File: src/rtl/booth16_pp_gen_if.sv
`default_nettype none
// ============================================================================
//  Module      : booth16_pp_gen_if
//  Description : Load and partial-product handshake bundle for booth16_pp_gen.
//                master modport = producer of operands / consumer of pps
//                slave  modport = the partial-product generator itself
//                Signals:
//                  start_i    load request (accepted only when idle)
//                  a_i, b_i   signed multiplicand / multiplier, N bits
//                  busy_o     operation in progress
//                  pp_o       signed partial product, PPW bits
//                  pp_valid_o pp_o valid
//                  pp_ready_i downstream accepts pp_o
//                  pp_last_o  marks the final digit's partial product
//                  digit_o    signed recoded digit (BOOTH16_DIGIT_DBG_EN only)
//  Revision    : 1.0  initial release
// ============================================================================
interface booth16_pp_gen_if #(
    parameter int WIDTH = 16
);
    localparam int N   = WIDTH / 2;
    localparam int PPW = N + 4;

    logic           start_i;
    logic [N-1:0]   a_i;
    logic [N-1:0]   b_i;
    logic           busy_o;
    logic [PPW-1:0] pp_o;
    logic           pp_valid_o;
    logic           pp_ready_i;
    logic           pp_last_o;
`ifdef BOOTH16_DIGIT_DBG_EN
    logic [4:0]     digit_o;

    modport master (
        output start_i, a_i, b_i, pp_ready_i,
        input  busy_o, pp_o, pp_valid_o, pp_last_o, digit_o
    );
    modport slave (
        input  start_i, a_i, b_i, pp_ready_i,
        output busy_o, pp_o, pp_valid_o, pp_last_o, digit_o
    );
`else
    modport master (
        output start_i, a_i, b_i, pp_ready_i,
        input  busy_o, pp_o, pp_valid_o, pp_last_o
    );
    modport slave (
        input  start_i, a_i, b_i, pp_ready_i,
        output busy_o, pp_o, pp_valid_o, pp_last_o
    );
`endif
endinterface
`default_nettype wire

File: src/rtl/booth16_pp_gen.sv
`default_nettype none
// ============================================================================
//  Module      : booth16_pp_gen
//  Description : Radix-16 Booth partial-product generator. Captures signed
//                A and B, precomputes 3A/5A/7A, recodes B into N/4 signed
//                digits in [-8,+8] (LSB digit first) and emits digit*A per
//                handshake to the downstream accumulate/shift stage.
//  Ports       : clk   clock, all state on rising edge
//                rst   synchronous active-high reset
//                pp_if booth16_pp_gen_if.slave (load + pp handshake)
//  Parameters  : WIDTH product width; operands are N = WIDTH/2 bits
//  Options     : BOOTH16_DIGIT_DBG_EN adds a registered digit_o output
//  Revision    : 1.0  initial release
// ============================================================================
module booth16_pp_gen #(
    parameter int WIDTH = 16
) (
    input  wire logic           clk,
    input  wire logic           rst,
    booth16_pp_gen_if.slave     pp_if
);
    localparam int N   = WIDTH / 2;
    localparam int ND  = N / 4;
    localparam int PPW = N + 4;
    localparam int CW  = (ND > 1) ? $clog2(ND) : 1;

    localparam logic [CW-1:0] c_LAST_K = CW'(ND - 1);

    localparam logic [1:0] c_ST_IDLE    = 2'd0;
    localparam logic [1:0] c_ST_PRECOMP = 2'd1;
    localparam logic [1:0] c_ST_EMIT    = 2'd2;

    if ((WIDTH % 8 != 0) || (WIDTH < 8)) begin : g_width_check
        $fatal(1, "booth16_pp_gen: WIDTH must be a multiple of 8 and >= 8");
    end

    logic [1:0]     r_state;
    logic [N-1:0]   r_a;
    logic [N-1:0]   r_b;
    logic [PPW-1:0] r_m3;
    logic [PPW-1:0] r_m5;
    logic [PPW-1:0] r_m7;
    logic [CW-1:0]  r_k;
    logic [PPW-1:0] r_pp;
    logic           r_valid;
    logic           r_last;
    logic           r_busy;
`ifdef BOOTH16_DIGIT_DBG_EN
    logic [4:0]     r_digit;
`endif

    logic [PPW-1:0]    w_a_ext;
    logic [PPW-1:0]    w_m3_c;
    logic [PPW-1:0]    w_m5_c;
    logic [PPW-1:0]    w_m7_c;
    logic [PPW-1:0]    w_m3;
    logic [PPW-1:0]    w_m5;
    logic [PPW-1:0]    w_m7;
    logic [N:0]        w_b_ext;
    logic [CW-1:0]     w_idx;
    logic [CW+1:0]     w_base;
    logic [4:0]        w_win;
    logic signed [4:0] w_dig;
    logic [4:0]        w_mag;
    logic [PPW-1:0]    w_mult;
    logic [PPW-1:0]    w_pp_next;
    logic              w_is_last;
    logic              w_hs;

    // Odd multiples straight from the captured operand. During PRECOMP the
    // registers are not yet loaded, so the first pp uses these directly.
    assign w_a_ext = {{(PPW-N){r_a[N-1]}}, r_a};
    assign w_m3_c  = (w_a_ext << 1) + w_a_ext;
    assign w_m5_c  = (w_a_ext << 2) + w_a_ext;
    assign w_m7_c  = (w_a_ext << 3) - w_a_ext;

    assign w_m3 = (r_state == c_ST_PRECOMP) ? w_m3_c : r_m3;
    assign w_m5 = (r_state == c_ST_PRECOMP) ? w_m5_c : r_m5;
    assign w_m7 = (r_state == c_ST_PRECOMP) ? w_m7_c : r_m7;

    // Index of the digit being loaded into the output register: digit 0
    // from PRECOMP, the successor of the presented digit from EMIT.
    assign w_idx     = (r_state == c_ST_EMIT) ? (r_k + CW'(1)) : '0;
    assign w_is_last = (w_idx == c_LAST_K);
    assign w_hs      = r_valid & pp_if.pp_ready_i;

    // Five-bit window b[4k+3 : 4k-1]; the appended zero supplies b[-1].
    assign w_b_ext = {r_b, 1'b0};
    assign w_base  = {w_idx, 2'b00};
    assign w_win   = w_b_ext[w_base +: 5];

    // {w4,w4,w3,w2,w1} as signed = -8*w4 + 4*w3 + 2*w2 + w1; add w0.
    assign w_dig = $signed({w_win[4], w_win[4:1]}) + $signed({4'b0000, w_win[0]});
    assign w_mag = w_dig[4] ? (~w_dig + 5'd1) : w_dig;

    always_comb begin
        w_mult = '0;
        case (w_mag)
            5'd1:    w_mult = w_a_ext;
            5'd2:    w_mult = w_a_ext << 1;
            5'd3:    w_mult = w_m3;
            5'd4:    w_mult = w_a_ext << 2;
            5'd5:    w_mult = w_m5;
            5'd6:    w_mult = w_m3 << 1;
            5'd7:    w_mult = w_m7;
            5'd8:    w_mult = w_a_ext << 3;
            default: w_mult = '0;
        endcase
    end

    assign w_pp_next = w_dig[4] ? (~w_mult + PPW'(1)) : w_mult;

    always_ff @(posedge clk) begin
        if (rst) begin
            r_state <= c_ST_IDLE;
            r_a     <= '0;
            r_b     <= '0;
            r_m3    <= '0;
            r_m5    <= '0;
            r_m7    <= '0;
            r_k     <= '0;
            r_pp    <= '0;
            r_valid <= 1'b0;
            r_last  <= 1'b0;
            r_busy  <= 1'b0;
`ifdef BOOTH16_DIGIT_DBG_EN
            r_digit <= '0;
`endif
        end else begin
            case (r_state)
                c_ST_IDLE: begin
                    if (pp_if.start_i) begin
                        r_a     <= pp_if.a_i;
                        r_b     <= pp_if.b_i;
                        r_k     <= '0;
                        r_busy  <= 1'b1;
                        r_state <= c_ST_PRECOMP;
                    end
                end
                c_ST_PRECOMP: begin
                    r_m3    <= w_m3_c;
                    r_m5    <= w_m5_c;
                    r_m7    <= w_m7_c;
                    r_pp    <= w_pp_next;
                    r_valid <= 1'b1;
                    r_last  <= w_is_last;
`ifdef BOOTH16_DIGIT_DBG_EN
                    r_digit <= w_dig;
`endif
                    r_state <= c_ST_EMIT;
                end
                c_ST_EMIT: begin
                    if (w_hs) begin
                        if (r_last) begin
                            // pp_o deliberately keeps its last value while idle.
                            r_valid <= 1'b0;
                            r_last  <= 1'b0;
                            r_busy  <= 1'b0;
                            r_state <= c_ST_IDLE;
                        end else begin
                            r_k     <= w_idx;
                            r_pp    <= w_pp_next;
                            r_last  <= w_is_last;
`ifdef BOOTH16_DIGIT_DBG_EN
                            r_digit <= w_dig;
`endif
                        end
                    end
                end
                default: r_state <= c_ST_IDLE;
            endcase
        end
    end

    assign pp_if.busy_o     = r_busy;
    assign pp_if.pp_o       = r_pp;
    assign pp_if.pp_valid_o = r_valid;
    assign pp_if.pp_last_o  = r_last;
`ifdef BOOTH16_DIGIT_DBG_EN
    assign pp_if.digit_o    = r_digit;
`endif

endmodule
`default_nettype wire
File: src/flat_wrapper.sv
// flat-port wrapper written by rule: the top's interface ports become plain ports
module booth16_pp_gen_flat 
#(
    parameter int WIDTH = 16
)
  (clk, rst, pp_if_start_i, pp_if_a_i, pp_if_b_i, pp_if_pp_ready_i, pp_if_busy_o, pp_if_pp_o, pp_if_pp_valid_o, pp_if_pp_last_o);
  booth16_pp_gen_if #(.WIDTH(WIDTH)) pp_if_i ();
  input  wire logic clk;
  input  wire logic rst;
  input wire logic [$bits(pp_if_i.start_i)-1:0] pp_if_start_i;
  input wire logic [$bits(pp_if_i.a_i)-1:0] pp_if_a_i;
  input wire logic [$bits(pp_if_i.b_i)-1:0] pp_if_b_i;
  input wire logic [$bits(pp_if_i.pp_ready_i)-1:0] pp_if_pp_ready_i;
  output wire logic [$bits(pp_if_i.busy_o)-1:0] pp_if_busy_o;
  output wire logic [$bits(pp_if_i.pp_o)-1:0] pp_if_pp_o;
  output wire logic [$bits(pp_if_i.pp_valid_o)-1:0] pp_if_pp_valid_o;
  output wire logic [$bits(pp_if_i.pp_last_o)-1:0] pp_if_pp_last_o;
  assign pp_if_i.start_i = pp_if_start_i;
  assign pp_if_i.a_i = pp_if_a_i;
  assign pp_if_i.b_i = pp_if_b_i;
  assign pp_if_i.pp_ready_i = pp_if_pp_ready_i;
  assign pp_if_busy_o = pp_if_i.busy_o;
  assign pp_if_pp_o = pp_if_i.pp_o;
  assign pp_if_pp_valid_o = pp_if_i.pp_valid_o;
  assign pp_if_pp_last_o = pp_if_i.pp_last_o;
  booth16_pp_gen #(.WIDTH(WIDTH)) u_core (.clk(clk), .rst(rst), .pp_if(pp_if_i));
endmodule
File: config.mk
export PLATFORM = sky130hd
export DESIGN_NAME = booth16_pp_gen_flat
export DESIGN_NICKNAME = d
export VERILOG_FILES = /design/src/rtl/booth16_pp_gen_if.sv /design/src/rtl/booth16_pp_gen.sv /design/src/flat_wrapper.sv
export SDC_FILE = /design/constraint.sdc
export NUM_CORES = 1
export LEC_CHECK = 0
export CORE_MARGIN = 1.5
export CORE_UTILIZATION = 35
export CTS_CLUSTER_DIAMETER = 30
export CTS_CLUSTER_SIZE = 30
export DETAILED_ROUTE_END_ITERATION = 10
export PLACE_DENSITY = 0.66
export REMOVE_ABC_BUFFERS = 1
export SLEW_MARGIN = 20
export SYNTH_ARGS = -nofsm -noshare
export SYNTH_HDL_FRONTEND = slang
export SYNTH_SLANG_ARGS = --single-unit
File: constraint.sdc
create_clock -name clk -period 4.9 [get_ports clk]
set_input_delay 1.225 -clock clk [delete_from_list [all_inputs] [get_ports clk]]
set_output_delay 1.225 -clock clk [all_outputs]
set_load 0.03 [all_outputs]
# Word level (Yosys, flattened, before mapping)
# Index checks and enable logic that the tools add are counted.
[word_totals] regBits=70 in_bits=20 wordCells=72
[classes] addsub=7 eq_ne=14 n_shift=1 mux=26 bitwise_logic=3 reduce_logical=10
[ops] operator="12-bit one-hot mux with 8 select lines" count=1
[ops] operator="12-bit 2-to-1 mux" count=6
[ops] operator="12-bit one-hot mux with 2 select lines" count=1
[ops] operator="5-bit by 3-bit equality test with 1-bit output (second input constant)" count=4
[ops] operator="12-bit by 1-bit adder with 12-bit output (second input constant)" count=1
[ops] operator="12-bit NOT" count=1
[ops] operator="11-bit by 8-bit subtractor with 12-bit output" count=1
[ops] operator="10-bit by 8-bit adder with 11-bit output" count=1
[ops] operator="9-bit by 8-bit adder with 10-bit output" count=1
[ops] operator="5-bit by 2-bit equality test with 1-bit output (second input constant)" count=2
[ops] operator="1-bit 2-to-1 mux" count=9
[ops] operator="3-bit AND reduction" count=3
[ops] operator="9-bit by 4-bit indexed part select with 5-bit output" count=1
[ops] operator="1-bit one-hot mux with 2 select lines" count=4
[ops] operator="4-bit AND reduction" count=2
[ops] operator="2-bit 2-to-1 mux" count=3
[ops] operator="2-bit one-hot mux with 3 select lines" count=1
[ops] operator="4-bit by 2-bit adder with 5-bit output" count=1
[ops] operator="5-bit by 1-bit adder with 5-bit output (second input constant)" count=1
[ops] operator="5-bit by 1-bit equality test with 1-bit output (second input constant)" count=1
[ops] operator="5-bit by 4-bit equality test with 1-bit output (second input constant)" count=1
[ops] operator="5-bit 2-to-1 mux" count=1
[ops] operator="5-bit NOT" count=1
[ops] operator="2-bit by 1-bit inequality test with 1-bit output (second input constant)" count=2
[ops] operator="other kinds (8)" count=11

# Logic depth before layout (Yosys ltp)
# Gate-level depths: netlist of the first run.
[logic_depth] word_depth=15 mapped_depth=20 ltp_nobuf=18

# Worst setup path after synthesis of the first run
# OpenSTA, ideal clock, no wires.
[synth_path] kind="register -> register" start="reg u_core.r_k" end="reg u_core.r_pp[10], in the netlist u_core.pp_if.pp_o[10]" arrival_time_ns=4.554 slack_ns=0.260 stages_incl_launch_ff=20 period_less_slack_ns=4.640 cell_sequence="dfxtp_1 or3b_1 buf_6 nand2_1 nand2_1 ha_1 ha_1 inv_1 ha_1 nand2b_1 xor2_1 o211ai_1 nand2_1 clkbuf_1 a311oi_1 ha_1 or3b_4 o41ai_2 xor2_1 a211oi_1"
[synth_between] elab_chain_len=15 elab_cells_between_ends=22 cone_classes="add/sub: 4; eq/ne: 8; shift: 1; mux: 7; bitwise: 2"
[synth_rtl] element="from (decl)" line="booth16_pp_gen.sv:43" text="logic [CW-1:0] r_k;"
[synth_rtl] element="from (signal assigned)" line="booth16_pp_gen.sv:161" text="r_k <= w_idx;"
[synth_rtl] element="1-bit adder *" line="booth16_pp_gen.sv:83" text="assign w_idx = (r_state == c_ST_EMIT) ? (r_k + CW'(1)) : '0;"
[synth_rtl] element="1-bit 2-to-1 mux *" line="booth16_pp_gen.sv:83"
[synth_rtl] element="9-bit by 4-bit indexed part select with 5-bit output *" line="booth16_pp_gen.sv:90" text="assign w_win = w_b_ext[w_base +: 5];"
[synth_rtl] element="4-bit by 2-bit adder with 5-bit output *" line="booth16_pp_gen.sv:93" text="assign w_dig = $signed({w_win[4], w_win[4:1]}) + $signed({4'b0000, w_win[0]});"
[synth_rtl] element="5-bit NOT" line="booth16_pp_gen.sv:94" text="assign w_mag = w_dig[4] ? (~w_dig + 5'd1) : w_dig;"
[synth_rtl] element="5-bit by 1-bit adder with 5-bit output" line="booth16_pp_gen.sv:94"
[synth_rtl] element="5-bit 2-to-1 mux" line="booth16_pp_gen.sv:94"
[synth_rtl] element="5-bit by 4-bit equality test with 1-bit output, or another cell as far along" line="booth16_pp_gen.sv:98" text="case (w_mag)"
[synth_rtl] element="12-bit one-hot mux with 8 select lines" line="booth16_pp_gen.sv:98"
[synth_rtl] element="12-bit NOT" line="booth16_pp_gen.sv:111" text="assign w_pp_next = w_dig[4] ? (~w_mult + PPW'(1)) : w_mult;"
[synth_rtl] element="12-bit by 1-bit adder with 12-bit output" line="booth16_pp_gen.sv:111"
[synth_rtl] element="12-bit 2-to-1 mux *" line="booth16_pp_gen.sv:111"
[synth_rtl] element="12-bit 2-to-1 mux" line="booth16_pp_gen.sv:154" text="if (r_last) begin"
[synth_rtl] element="12-bit 2-to-1 mux" line="booth16_pp_gen.sv:153" text="if (w_hs) begin"
[synth_rtl] element="12-bit one-hot mux with 2 select lines *" line="booth16_pp_gen.sv:130" text="case (r_state)"
[synth_rtl] element="to (signal assigned)" line="booth16_pp_gen.sv:144" text="r_pp <= w_pp_next;"
[synth_rtl] element="to (signal assigned)" line="booth16_pp_gen.sv:162" text="r_pp <= w_pp_next;"
[synth_rtl] element="to (decl)" line="booth16_pp_gen.sv:44" text="logic [PPW-1:0] r_pp;"
# Mark *: on every way between the ends. The rest lies on a longest branch, timed or not. The select of a mux whose other input is x is not followed.
# A chain may end at the register's enable or synchronous reset.

# Final worst setup path of the first run
[layout_path] start="reg u_core.r_state[1]" end="reg u_core.r_pp[10], in the netlist u_core.pp_if.pp_o[10]"
[layout_between] elab_chain_len=15 elab_cells_between_ends=30 cone_classes="add/sub: 3; eq/ne: 12; shift: 1; mux: 10; bitwise: 2; reduce/logical: 2"
[layout_rtl] element="from (decl)" line="booth16_pp_gen.sv:37" text="logic [1:0] r_state;"
[layout_rtl] element="from (signal assigned)" line="booth16_pp_gen.sv:115" text="r_state <= c_ST_IDLE;"
[layout_rtl] element="from (signal assigned)" line="booth16_pp_gen.sv:137" text="r_state <= c_ST_PRECOMP;"
[layout_rtl] element="from (signal assigned)" line="booth16_pp_gen.sv:150" text="r_state <= c_ST_EMIT;"
[layout_rtl] element="2-bit equality test" line="booth16_pp_gen.sv:83, booth16_pp_gen.sv:130"
[layout_rtl] element="1-bit 2-to-1 mux" line="booth16_pp_gen.sv:83"
[layout_rtl] element="9-bit by 4-bit indexed part select with 5-bit output" line="booth16_pp_gen.sv:90"
[layout_rtl] element="4-bit by 2-bit adder with 5-bit output" line="booth16_pp_gen.sv:93"
[layout_rtl] element="5-bit NOT" line="booth16_pp_gen.sv:94"
[layout_rtl] element="5-bit by 1-bit adder with 5-bit output" line="booth16_pp_gen.sv:94"
[layout_rtl] element="5-bit 2-to-1 mux" line="booth16_pp_gen.sv:94"
[layout_rtl] element="5-bit by 4-bit equality test with 1-bit output, or another cell as far along" line="booth16_pp_gen.sv:98"
[layout_rtl] element="12-bit one-hot mux with 8 select lines" line="booth16_pp_gen.sv:98"
[layout_rtl] element="12-bit NOT" line="booth16_pp_gen.sv:111"
[layout_rtl] element="12-bit by 1-bit adder with 12-bit output" line="booth16_pp_gen.sv:111"
[layout_rtl] element="12-bit 2-to-1 mux" line="booth16_pp_gen.sv:111"
[layout_rtl] element="12-bit 2-to-1 mux" line="booth16_pp_gen.sv:154"
[layout_rtl] element="12-bit 2-to-1 mux" line="booth16_pp_gen.sv:153"
[layout_rtl] element="12-bit one-hot mux with 2 select lines" line="booth16_pp_gen.sv:130"
# Parallel ways exist; a longest one is shown, timed or not. The select of a mux whose other input is x is not followed.

==> results.json, run 1 <==
{
  "multi_input_area_sq_mm": 0.003352,
  "viasPerCell": 5.758,
  "critPathMostFrequentCell": "ha_1",
  "post-route-drc-count": 0,
  "timing.slew.headroom_pct": 50.97,
  "drive_gt1_share_pct": 9.131,
  "worst-endpoint-required_ns": 5.16,
  "worst-path-max-fanout": 16,
  "netlist.area_leader.share_pct": 28.38,
  "syn_inst": 643,
  "die_x_um": 121.8,
  "wl_per_cell_um": 16.94,
  "max-cap-violations": 0,
  "power.leakage_nw": 2.085,
  "status": "finished, final reports clean",
  "totalPowerFinal_mw": 1.803,
  "arrival_ns": 4.94,
  "placeableCoreArea_sq_mm": 0.01383,
  "detailed_place_hpwl_um": 10460,
  "wl_um": 14550,
  "most_frequent_cells_after_synthesis": "nand2_1 (87), dfxtp_1 (70), nor2_1 (67)",
  "diodes": 0,
  "cts_buffers": 9,
  "critPathMaxStageDelay_ns": 0.45,
  "clock_root_buffer_master": "clkbuf_16",
  "critical_path.endpoint_type": "flop",
  "clkSlewWorstSetupHoldPaths_ns": 0.06,
  "timing.final.crit_period_ns": 4.680,
  "vdd.ir_drop.worst_mv": 0.1374,
  "grt_pass1_vias": 4772,
  "pre_antenna_drt_iters": 5,
  "rsz0062_at_grt": "true",
  "syn_area_cell_sq_um": 7.680,
  "pin_count": 35,
  "ys_seq_area_share_pct": 28.38,
  "synth-edff-count": 0,
  "port_buffers": 34,
  "tightestPinTransition_ns": 0.7328,
  "drtAntennaViolNets": 0,
  "grt_util_all_layers_pct": 20.45,
  "final-hold-violation-count": 0,
  "post-route-worst-setup-slack_ns": 0.2203,
  "power_per_cell_area_mw_per_mm2": 309.1,
  "placementRows": 43,
  "clk-insertion-delay-late_ns": 0.35,
  "area_growth_pct": 18.14,
  "synthDistinctLibCells": 80,
  "yosys_most_used_dff": "dfxtp_1",
  "fin_util_pct": 42.20,
  "class_of_the_tightest_hold_or_removal_check": "reg2reg",
  "place_congestion": 0.9193,
  "design.final.nets": 725,
  "max_freq_ghz": 0.2137,
  "tritoncts": "yes",
  "criticalPathCategory": "reg2reg",
  "h-tree-depth": 3,
  "fp.dieH_um": 121.8,
  "synthesis_stage_register_bit_count": 70,
  "report.final.slew_viol_count": 0,
  "grt_max_degree": 47,
  "detailedPlace.worstSlack_ns": 0.05123,
  "most_frequent_cell_after_synthesis": "nand2_1",
  "floorplan.initialDensity_pct": 35.72,
  "antenna_violations_before_repair": 0,
  "synthArstFlopShare_pct": 0,
  "finalCritPeriodShare_pct": 95.51,
  "grt_pass1_wl_um": 23670,
  "cp_cell_instances": "or3b_1 -> nand2_1 -> nand2_1 -> ha_1 -> ha_1 -> inv_1 -> ha_1 -> nand2b_1 -> xor2_1 -> o211ai_1 -> nand2_2 -> buf_4 -> o31ai_1 -> a31oi_2 -> or3b_4 -> o41ai_2 -> xor2_1 -> a211oi_1",
  "synth_top_cells_by_area": "dfxtp_1 (28%), ha_1 (7.1%), nand2_1 (6.6%)",
  "cts_num_sinks": 70,
  "cts.path.max_buffers": 2,
  "setup_viol": 0,
  "syn-cell-area_sq_mm": 0.004938,
  "timing.critical_path.from_type": "flop",
  "synth_top_area_cell": "dfxtp_1",
  "critical-path-slowest-cell": "or3b_4",
  "grt-ovfl-total": 0,
  "drt_first_iter_violations": 470,
  "yosysWarnings": 0,
  "clock-skew-final_ns": 0.006257,
  "layout.filler_cells": 1396,
  "die_area_sq_mm": 0.01483,
  "vias": 4946,
  "final-seq-area_sq_mm": 0.001401
}
==> final timing paths <==
path / slack (ns) / depth (start not counted) / end / start
worst max-delay path: 0.22 / 18 / u_core.pp_if.pp_o[10] / u_core.r_state[1]
worst min-delay path: 0.45 / 2 / u_core.pp_if.pp_o[3] / u_core.pp_if.pp_o[3]
worst max register to register: 0.22 / 18 / u_core.pp_if.pp_o[10] / u_core.r_state[1]
worst min register to register: 0.45 / 2 / u_core.pp_if.pp_o[3] / u_core.pp_if.pp_o[3]
==> cell type report <==
class,instances,area share [%]
Tap cell,180,3.860
Sequential cell,70,24.02
Inverter,18,1.158
Clock buffer,15,4.932
Timing Repair Buffer,56,8.578
Multi-Input combinational cell,520,57.45
==> sequential cells by signal (all words and copies together), names as in the netlist <==
name                     count
u_core.pp_if.pp_o           12
u_core.r_m3                 12
u_core.r_m5                 12
u_core.r_m7                 12
u_core.r_a                   8
u_core.r_b                   8
u_core.r_state               2
u_core.pp_if.busy_o          1
u_core.pp_if.pp_last_o       1
u_core.pp_if.pp_valid_o      1
u_core.r_k                   1
==> stage by stage <==
step           hold WS (ns)  area [sq um]  setup TNS [ns]  cells
3_5_place_dp         0.4455          5475               0    840
4_1_cts              0.4529          5763               0    855
2_1_floorplan        0.4264          4777        -0.03306    608
3_3_place_gp         0.4436          5475               0    840
6_report             0.4509          5834               0    859
5_1_grt              0.4856          5834        -0.01263    859
==> worst max-delay path: cells and delay by family, from the launching register on <==
kind | cells | cell delay, ns
compound gates | 5 | 1.43
flops | 1 | 0.40
buf+inv | 2 | 0.36
fa+ha+maj | 3 | 0.79
xor+xnor | 2 | 0.27
simple gates | 6 | 1.34
==> routing by layer <==
| metal | track usage [%] | routed length, um | share of wire [%] |
|---|---|---|---|
| met1 | 25.53 | 6468 | 44 |
| met3 | 3.839 | 779 | 5.4 |
| met5 | 0 | 0 | 0 |
| met4 | 10.15 | 387 | 2.7 |
| met2 | 33.71 | 6918 | 48 |
==> where the power goes <==
| part | switching (mW) | leakage, nW | internal [mW] | total, mW |
|---|---|---|---|---|
| Clock | 0.237 | 0.142 | 0.395 | 0.633 |
| Combinational | 0.321 | 1.37 | 0.209 | 0.529 |
| Sequential | 0.0357 | 0.571 | 0.605 | 0.641 |
| Total | 0.594 | 2.08 | 1.21 | 1.80 |
==> placed cells by master, fill, tap and decap left out, drive strengths merged, types with 4 or more instances in the layout <==
master,n
nand2,88
dfxtp,70
nor2,67
a21oi,61
clkdlybuf4s50,33
o21ai,32
ha,28
buf,23
nand3,18
nor3,18
inv,17
a211oi,16
clkbuf,15
nor2b,12
nand2b,11
a31oi,11
xor2,10
mux2i,8
xnor2,8
o221ai,7
nor3b,7
or3,6
nand4,6
a311oi,6
and2,6
o21a,6
nor4,6
o211ai,5
o22ai,5
a211o,5
o31ai,5
a31o,4
o31a,4
a22oi,4
o41ai,4
==> cell families (layout without fill, tap and decap cells) <==
family / after synthesis / after routing / share of synthesized area (%)
xor gates and xnor gates: 18 / 18 / 3.344
adders and majority gates: 30 / 30 / 7.905
and+or+nand+nor: 257 / 257 / 25.08
muxes: 11 / 11 / 2.635
AOI/OAI and AO/OA: 204 / 204 / 28.02
DFF: 70 / 70 / 28.38
buffers and inverters: 53 / 89 / 4.636
==> timing repair <==
| item | CTS | global route |
|---|---|---|
| hold buffers | 0 | 0 |
| resized for setup | 0 | 9 |
| endpoints found under the setup margin | 0 | 5 |
| setup buffers | 0 | 4 |
Power figures use the tool's default switching activity.
==> inputs of run 2 (changes only) <==
PLACE_DENSITY = default   (was 0.66)
==> run 2 against run 1 <==
Against the previous run:
- sequential cell count stayed put
- global-route usage is 0.54 points higher
- combinational power is 1% higher
- worst hold slack better by 0.0020 ns
- critical endpoint unchanged
- cell count stayed put
- critical path type unchanged
- highest routed layer unchanged
- total power is 1.8% higher
- die area stayed put
==> results.json, run 2 (synthesized netlist as in run 1, its figures left out) <==
{
  "setup_viol": 0,
  "antenna_violations_before_repair": 0,
  "floorplan.initialDensity_pct": 35.72,
  "worst-endpoint-required_ns": 5.15,
  "port_buffers": 34,
  "pin_count": 35,
  "power.leakage_nw": 2.086,
  "class_of_the_tightest_hold_or_removal_check": "reg2reg",
  "multi_input_area_sq_mm": 0.003344,
  "final_cell_mix": "nand2_1 (86), dfxtp_1 (70), nor2_1 (67)",
  "power_per_cell_area_mw_per_mm2": 314.6,
  "clock-skew-final_ns": 0.006736,
  "cts_num_sinks": 70,
  "report.final.slew_viol_count": 0,
  "worst-path-max-fanout": 6,
  "timing.final.crit_period_ns": 4.579,
  "clkSlewWorstSetupHoldPaths_ns": 0.06,
  "pre_antenna_drt_iters": 5,
  "vias": 4879,
  "final-seq-area_sq_mm": 0.001401,
  "critical_path.endpoint_type": "flop",
  "layout.filler_cells": 1395,
  "grt_pass1_vias": 4740,
  "timing.critical_path.from_type": "flop",
  "die_x_um": 121.8,
  "tritoncts": "yes",
  "area_growth_pct": 18.19,
  "wl_per_cell_um": 17.36,
  "timing.slew.headroom_pct": 49.78,
  "drtAntennaViolNets": 0,
  "grt_util_all_layers_pct": 20.99,
  "place_congestion": 0.9255,
  "post-route-drc-count": 0,
  "die_area_sq_mm": 0.01483,
  "placementRows": 43,
  "finalCritPeriodShare_pct": 93.45,
  "max_freq_ghz": 0.2184,
  "status": "finished, final reports clean",
  "criticalPathCategory": "reg2reg",
  "h-tree-depth": 3,
  "placeableCoreArea_sq_mm": 0.01383,
  "design.final.nets": 724,
  "drt_first_iter_violations": 376,
  "layout.cells.most_common": "nand2_1",
  "clk-insertion-delay-late_ns": 0.34,
  "final-hold-violation-count": 0,
  "cts_buffers": 9,
  "rsz0062_at_grt": "false",
  "grt_max_degree": 42,
  "drive_gt1_share_pct": 9.426,
  "vdd.ir_drop.worst_mv": 0.1480,
  "grt_pass1_wl_um": 24210,
  "viasPerCell": 5.680,
  "fp.dieH_um": 121.8,
  "cts.path.max_buffers": 2,
  "count_of_placed_standard_cells_including_taps": 841,
  "clock_root_buffer_master": "clkbuf_16",
  "diodes": 0,
  "max-cap-violations": 0,
  "arrival_ns": 4.83,
  "layoutNonFillerInstCount": 859,
  "final.setup.tns_ns": 0,
  "grt-ovfl-total": 0,
  "tightestPinTransition_ns": 0.7506,
  "detailed_place_hpwl_um": 11090,
  "wl_um": 14910
}
==> run 2: cell count changes in the layout (fill, tap and decap cells not counted), sizes merged <==
| cell | before | now |
|---|---|---|
| buf | 23 | 22 |
| bufinv | 0 | 1 |
| clkbuf | 15 | 12 |
| clkinv | 1 | 4 |
==> run 2: metrics by stage <==
stage	utilization, %	worst slack, ns	hold WS [ns]	power [mW]	cell area, sq um
detailed placement	39.67	0.1455	0.4487	1.169	5485
global placement	39.67	0.2664	0.4437	1.159	5485
finish	42.21	0.3208	0.4529	1.836	5837
floorplan	-	-0.02512	0.4264	0.9918	4777
global route	42.21	0.002324	0.4741	1.931	5837
CTS	41.85	0.1148	0.4565	1.839	5787
==> run 2: final timing paths <==
kind         slack, ns                    end            startpoint  cells after the start
max               0.32  u_core.pp_if.pp_o[10]            u_core.r_k                     19
min               0.45   u_core.pp_if.pp_o[3]  u_core.pp_if.pp_o[3]                      2
max reg2reg       0.32  u_core.pp_if.pp_o[10]            u_core.r_k                     19
min reg2reg       0.45   u_core.pp_if.pp_o[3]  u_core.pp_if.pp_o[3]                      2
==> run 2: layout make-up <==
type | count | area share [%]
Inverter | 18 | 1.158
Sequential cell | 70 | 24.01
Clock inverter | 4 | 0.7717
Multi-Input combinational cell | 520 | 57.30
Timing Repair Buffer | 55 | 8.510
Tap cell | 180 | 3.859
Clock buffer | 12 | 4.394
==> run 2: timing repair <==
action                     4_1_cts  5_1_grt
buffers inserted                 0        2
hold buffers                     0        0
gates resized for setup          0        9
hold endpoints to repair         0        0
setup endpoints to repair        0        5
==> run 2: critical path, stage by stage, from the launching register on <==
cell and delay, ns:
dfxtp_1 0.37, or3b_1 0.42, nand2_1 0.08, nand2_1 0.05, ha_1 0.21, ha_2 0.39
inv_1 0.09, ha_1 0.19, nand2b_1 0.17, xor2_1 0.17, o211ai_1 0.25, buf_4 0.19
o2111ai_1 0.12, a221o_1 0.33, a31oi_4 0.23, nand2_2 0.10, or3b_4 0.41, o41ai_2 0.38
xor2_1 0.11, a211oi_1 0.24
==> run 2: report_power, final <==
group / internal [mW] / total, mW / switching [mW] / leakage (nW)
combinational: 0.208 / 0.535 / 0.327 / 1.36
clock: 0.419 / 0.663 / 0.244 / 0.152
sequential: 0.605 / 0.638 / 0.0330 / 0.571
==> run 2: routing by layer <==
metal  vias to the layer above  part of all wire (%)  track usage [%]
met5                         -                     0                0
met4                         0                   2.4            8.824
met3                        26                   4.6            3.418
met2                       115                    49            35.46
met1                      2302                    44            26.43
li1                       2436                     -                -
==> inputs of run 3 (changes only) <==
CORE_UTILIZATION = 54   (was 35)
PLACE_DENSITY = 0.77   (was default)
==> run 3 against run 2 <==
Against the previous run:
- sequential share of layout area grew 0.86 points
- routed wire length shrank 5.2%
- setup slack gained 0.017 ns
- non-clock buffer count shrank 2
- worst hold slack gained 0.0056 ns
- sequential power hardly changed
- cell count fell by 8.6%
- register-to-register slack improved by 0.02 ns
- first-iteration DRC count decreased by 16%
==> results.json, run 3 (synthesized netlist as in run 1, its figures left out) <==
{
  "place_congestion": 0.9820,
  "layout.cells.most_common": "nand2_1",
  "max-cap-violations": 0,
  "final.setup.tns_ns": 0,
  "drt_first_iter_violations": 316,
  "fp.dieH_um": 98.63,
  "viasPerCell": 6.368,
  "r2r_setup_slack_ns": 0.34,
  "area_growth_pct": 14.21,
  "diodes": 0,
  "clock-skew-final_ns": 0.008281,
  "clock_root_buffer_master": "clkbuf_8",
  "clkSlewWorstSetupHoldPaths_ns": 0.08,
  "status": "finished, final reports clean",
  "grt_util_all_layers_pct": 29.92,
  "timing.final.crit_period_ns": 4.562,
  "layoutNonFillerInstCount": 785,
  "placementRows": 34,
  "worst-endpoint-required_ns": 5.10,
  "arrival_ns": 4.76,
  "timing.critical_path.from_type": "flop",
  "timing.rr.start": "u_core.r_k",
  "p_clk_share_pct": 31.1,
  "placeableCoreArea_sq_mm": 0.008806,
  "die_area_sq_mm": 0.009728,
  "cts_num_sinks": 70,
  "pin_count": 35,
  "max_freq_ghz": 0.2192,
  "timing.reg2reg.worst_path_depth": 17,
  "criticalPathCategory": "reg2reg",
  "tightestPinTransition_ns": 0.7765,
  "grt-ovfl-total": 0,
  "port_buffers": 34,
  "placed_area_sq_mm": 0.005378,
  "report.final.slew_viol_count": 0,
  "combinationalPowerShare_pct": 31.1,
  "timing.critical_path.to": "u_core.pp_if.pp_o[10]",
  "ctsHoldBuffers": 0,
  "finalCritPeriodShare_pct": 93.11,
  "h-tree-depth": 3,
  "class_of_the_tightest_hold_or_removal_check": "reg2reg",
  "cp_cell_instances": "or3b_1 -> nand2_1 -> nand2_1 -> ha_1 -> ha_2 -> inv_1 -> ha_1 -> nand2b_1 -> nor3_2 -> or2_1 -> a221o_1 -> a31oi_4 -> nand2_2 -> or3b_4 -> o41ai_2 -> xor2_1 -> a211oi_1",
  "multi_input_area_sq_mm": 0.003334,
  "critical-path-slowest-cell": "a221o_1",
  "drive_gt1_share_pct": 9.158,
  "floorplan.initialDensity_pct": 56.08,
  "final_area_sq_mm": 0.005640,
  "final_cell_mix": "nand2_1 (86), dfxtp_1 (69), nor2_1 (67)",
  "clk-insertion-delay-late_ns": 0.35,
  "vdd.ir_drop.worst_mv": 0.1880,
  "power_per_cell_area_mw_per_mm2": 299.9,
  "power.internal_mw": 1.108,
  "detailed_place_hpwl_um": 10440,
  "wl_per_cell_um": 18.01,
  "rsz0062_at_grt": "false",
  "wl_um": 14140,
  "switching_share_pct": 34.47,
  "min-delay-start": "u_core.pp_if.pp_o[3]",
  "grt_pass1_vias": 4611,
  "setup.worst_path.start": "u_core.r_k",
  "design.final.nets": 722,
  "cts_buffers": 9,
  "worst-path-max-fanout": 8,
  "post-route-drc-count": 0,
  "cts.path.max_buffers": 2,
  "drtAntennaViolNets": 0,
  "pre_antenna_drt_iters": 7,
  "timing.slew.headroom_pct": 48.23,
  "grt_pass1_wl_um": 23180,
  "layout.filler_cells": 786,
  "power.leakage_nw": 2.027,
  "final-hold-violation-count": 0,
  "vias": 4999,
  "fin_util_pct": 64.05,
  "worstReg2RegEnd": "u_core.pp_if.pp_o[10]",
  "whs_ns": 0.4584,
  "die_x_um": 98.63,
  "count_of_placed_standard_cells_including_taps": 767,
  "critPathMaxStageDelay_ns": 0.43,
  "p_sw_mw": 0.5830,
  "critical_path.endpoint_type": "flop",
  "tritoncts": "yes",
  "grt_max_degree": 40,
  "seq_power_share_pct": 37.8,
  "antenna_violations_before_repair": 0,
  "final-seq-area_sq_mm": 0.001403,
  "setup_viol": 0
}
-- run 3: worst min path at each step --
stage / end / slack (ns) / cells past startpoint
after floorplan: u_core.r_m7[0] / 0.43 / 2
after global placement: u_core.pp_if.pp_o[7] / 0.44 / 2
after detailed placement: u_core.pp_if.pp_o[3] / 0.45 / 2
after CTS: u_core.r_m7[0] / 0.46 / 2
after global routing: u_core.r_m7[0] / 0.49 / 2
final: u_core.pp_if.pp_o[3] / 0.46 / 2
-- run 3: power by group through the flow --
stage          Clock (mW)  Sequential (mW)  Combinational [mW]
2_1_floorplan           0            0.658               0.334
3_3_place_gp            0            0.650               0.496
3_5_place_dp            0            0.652               0.506
4_1_cts             0.541            0.638               0.510
5_1_grt             0.567            0.644               0.571
6_report            0.527            0.640               0.525
-- run 3: metrics by stage --
step | worst slack (ns) | power [mW]
after floorplan | -0.02512 | 0.9918
after global placement | 0.3825 | 1.146
after detailed placement | 0.2219 | 1.158
after CTS | 0.1966 | 1.689
after global routing | 0.009403 | 1.782
final | 0.3377 | 1.691
-- run 3: repair_timing --
item | CTS | global route
buffers inserted | 0 | 2
resized for setup | 0 | 8
endpoints found under the setup margin | 0 | 5
hold endpoints to repair | 0 | 0
-- run 3: area by class of cell --
| class | count | area share [%] |
|---|---|---|
| clock buffers | 10 | 2.440 |
| clock inverters | 6 | 1.508 |
| inverters | 18 | 1.198 |
| multi-input cells | 520 | 59.12 |
| flip-flops and latches | 70 | 24.87 |
| well taps | 108 | 2.396 |
| repair buffers | 53 | 8.474 |
-- run 3: layer usage --
metal	GRT usage, %	part of all wire (%)
met1	39.02	44
met4	14.29	3.9
met2	48.93	46
met3	4.326	5.7
met5	0	0
-- run 3: worst max-delay path: cells and delay by family (launching register included) --
| kind | cells | cell delay (ns) |
|---|---|---|
| compound gates | 4 | 1.11 |
| fa+ha+maj | 3 | 0.96 |
| buf+inv | 1 | 0.10 |
| xor+xnor | 1 | 0.18 |
| simple gates | 8 | 1.69 |
| flops | 1 | 0.37 |
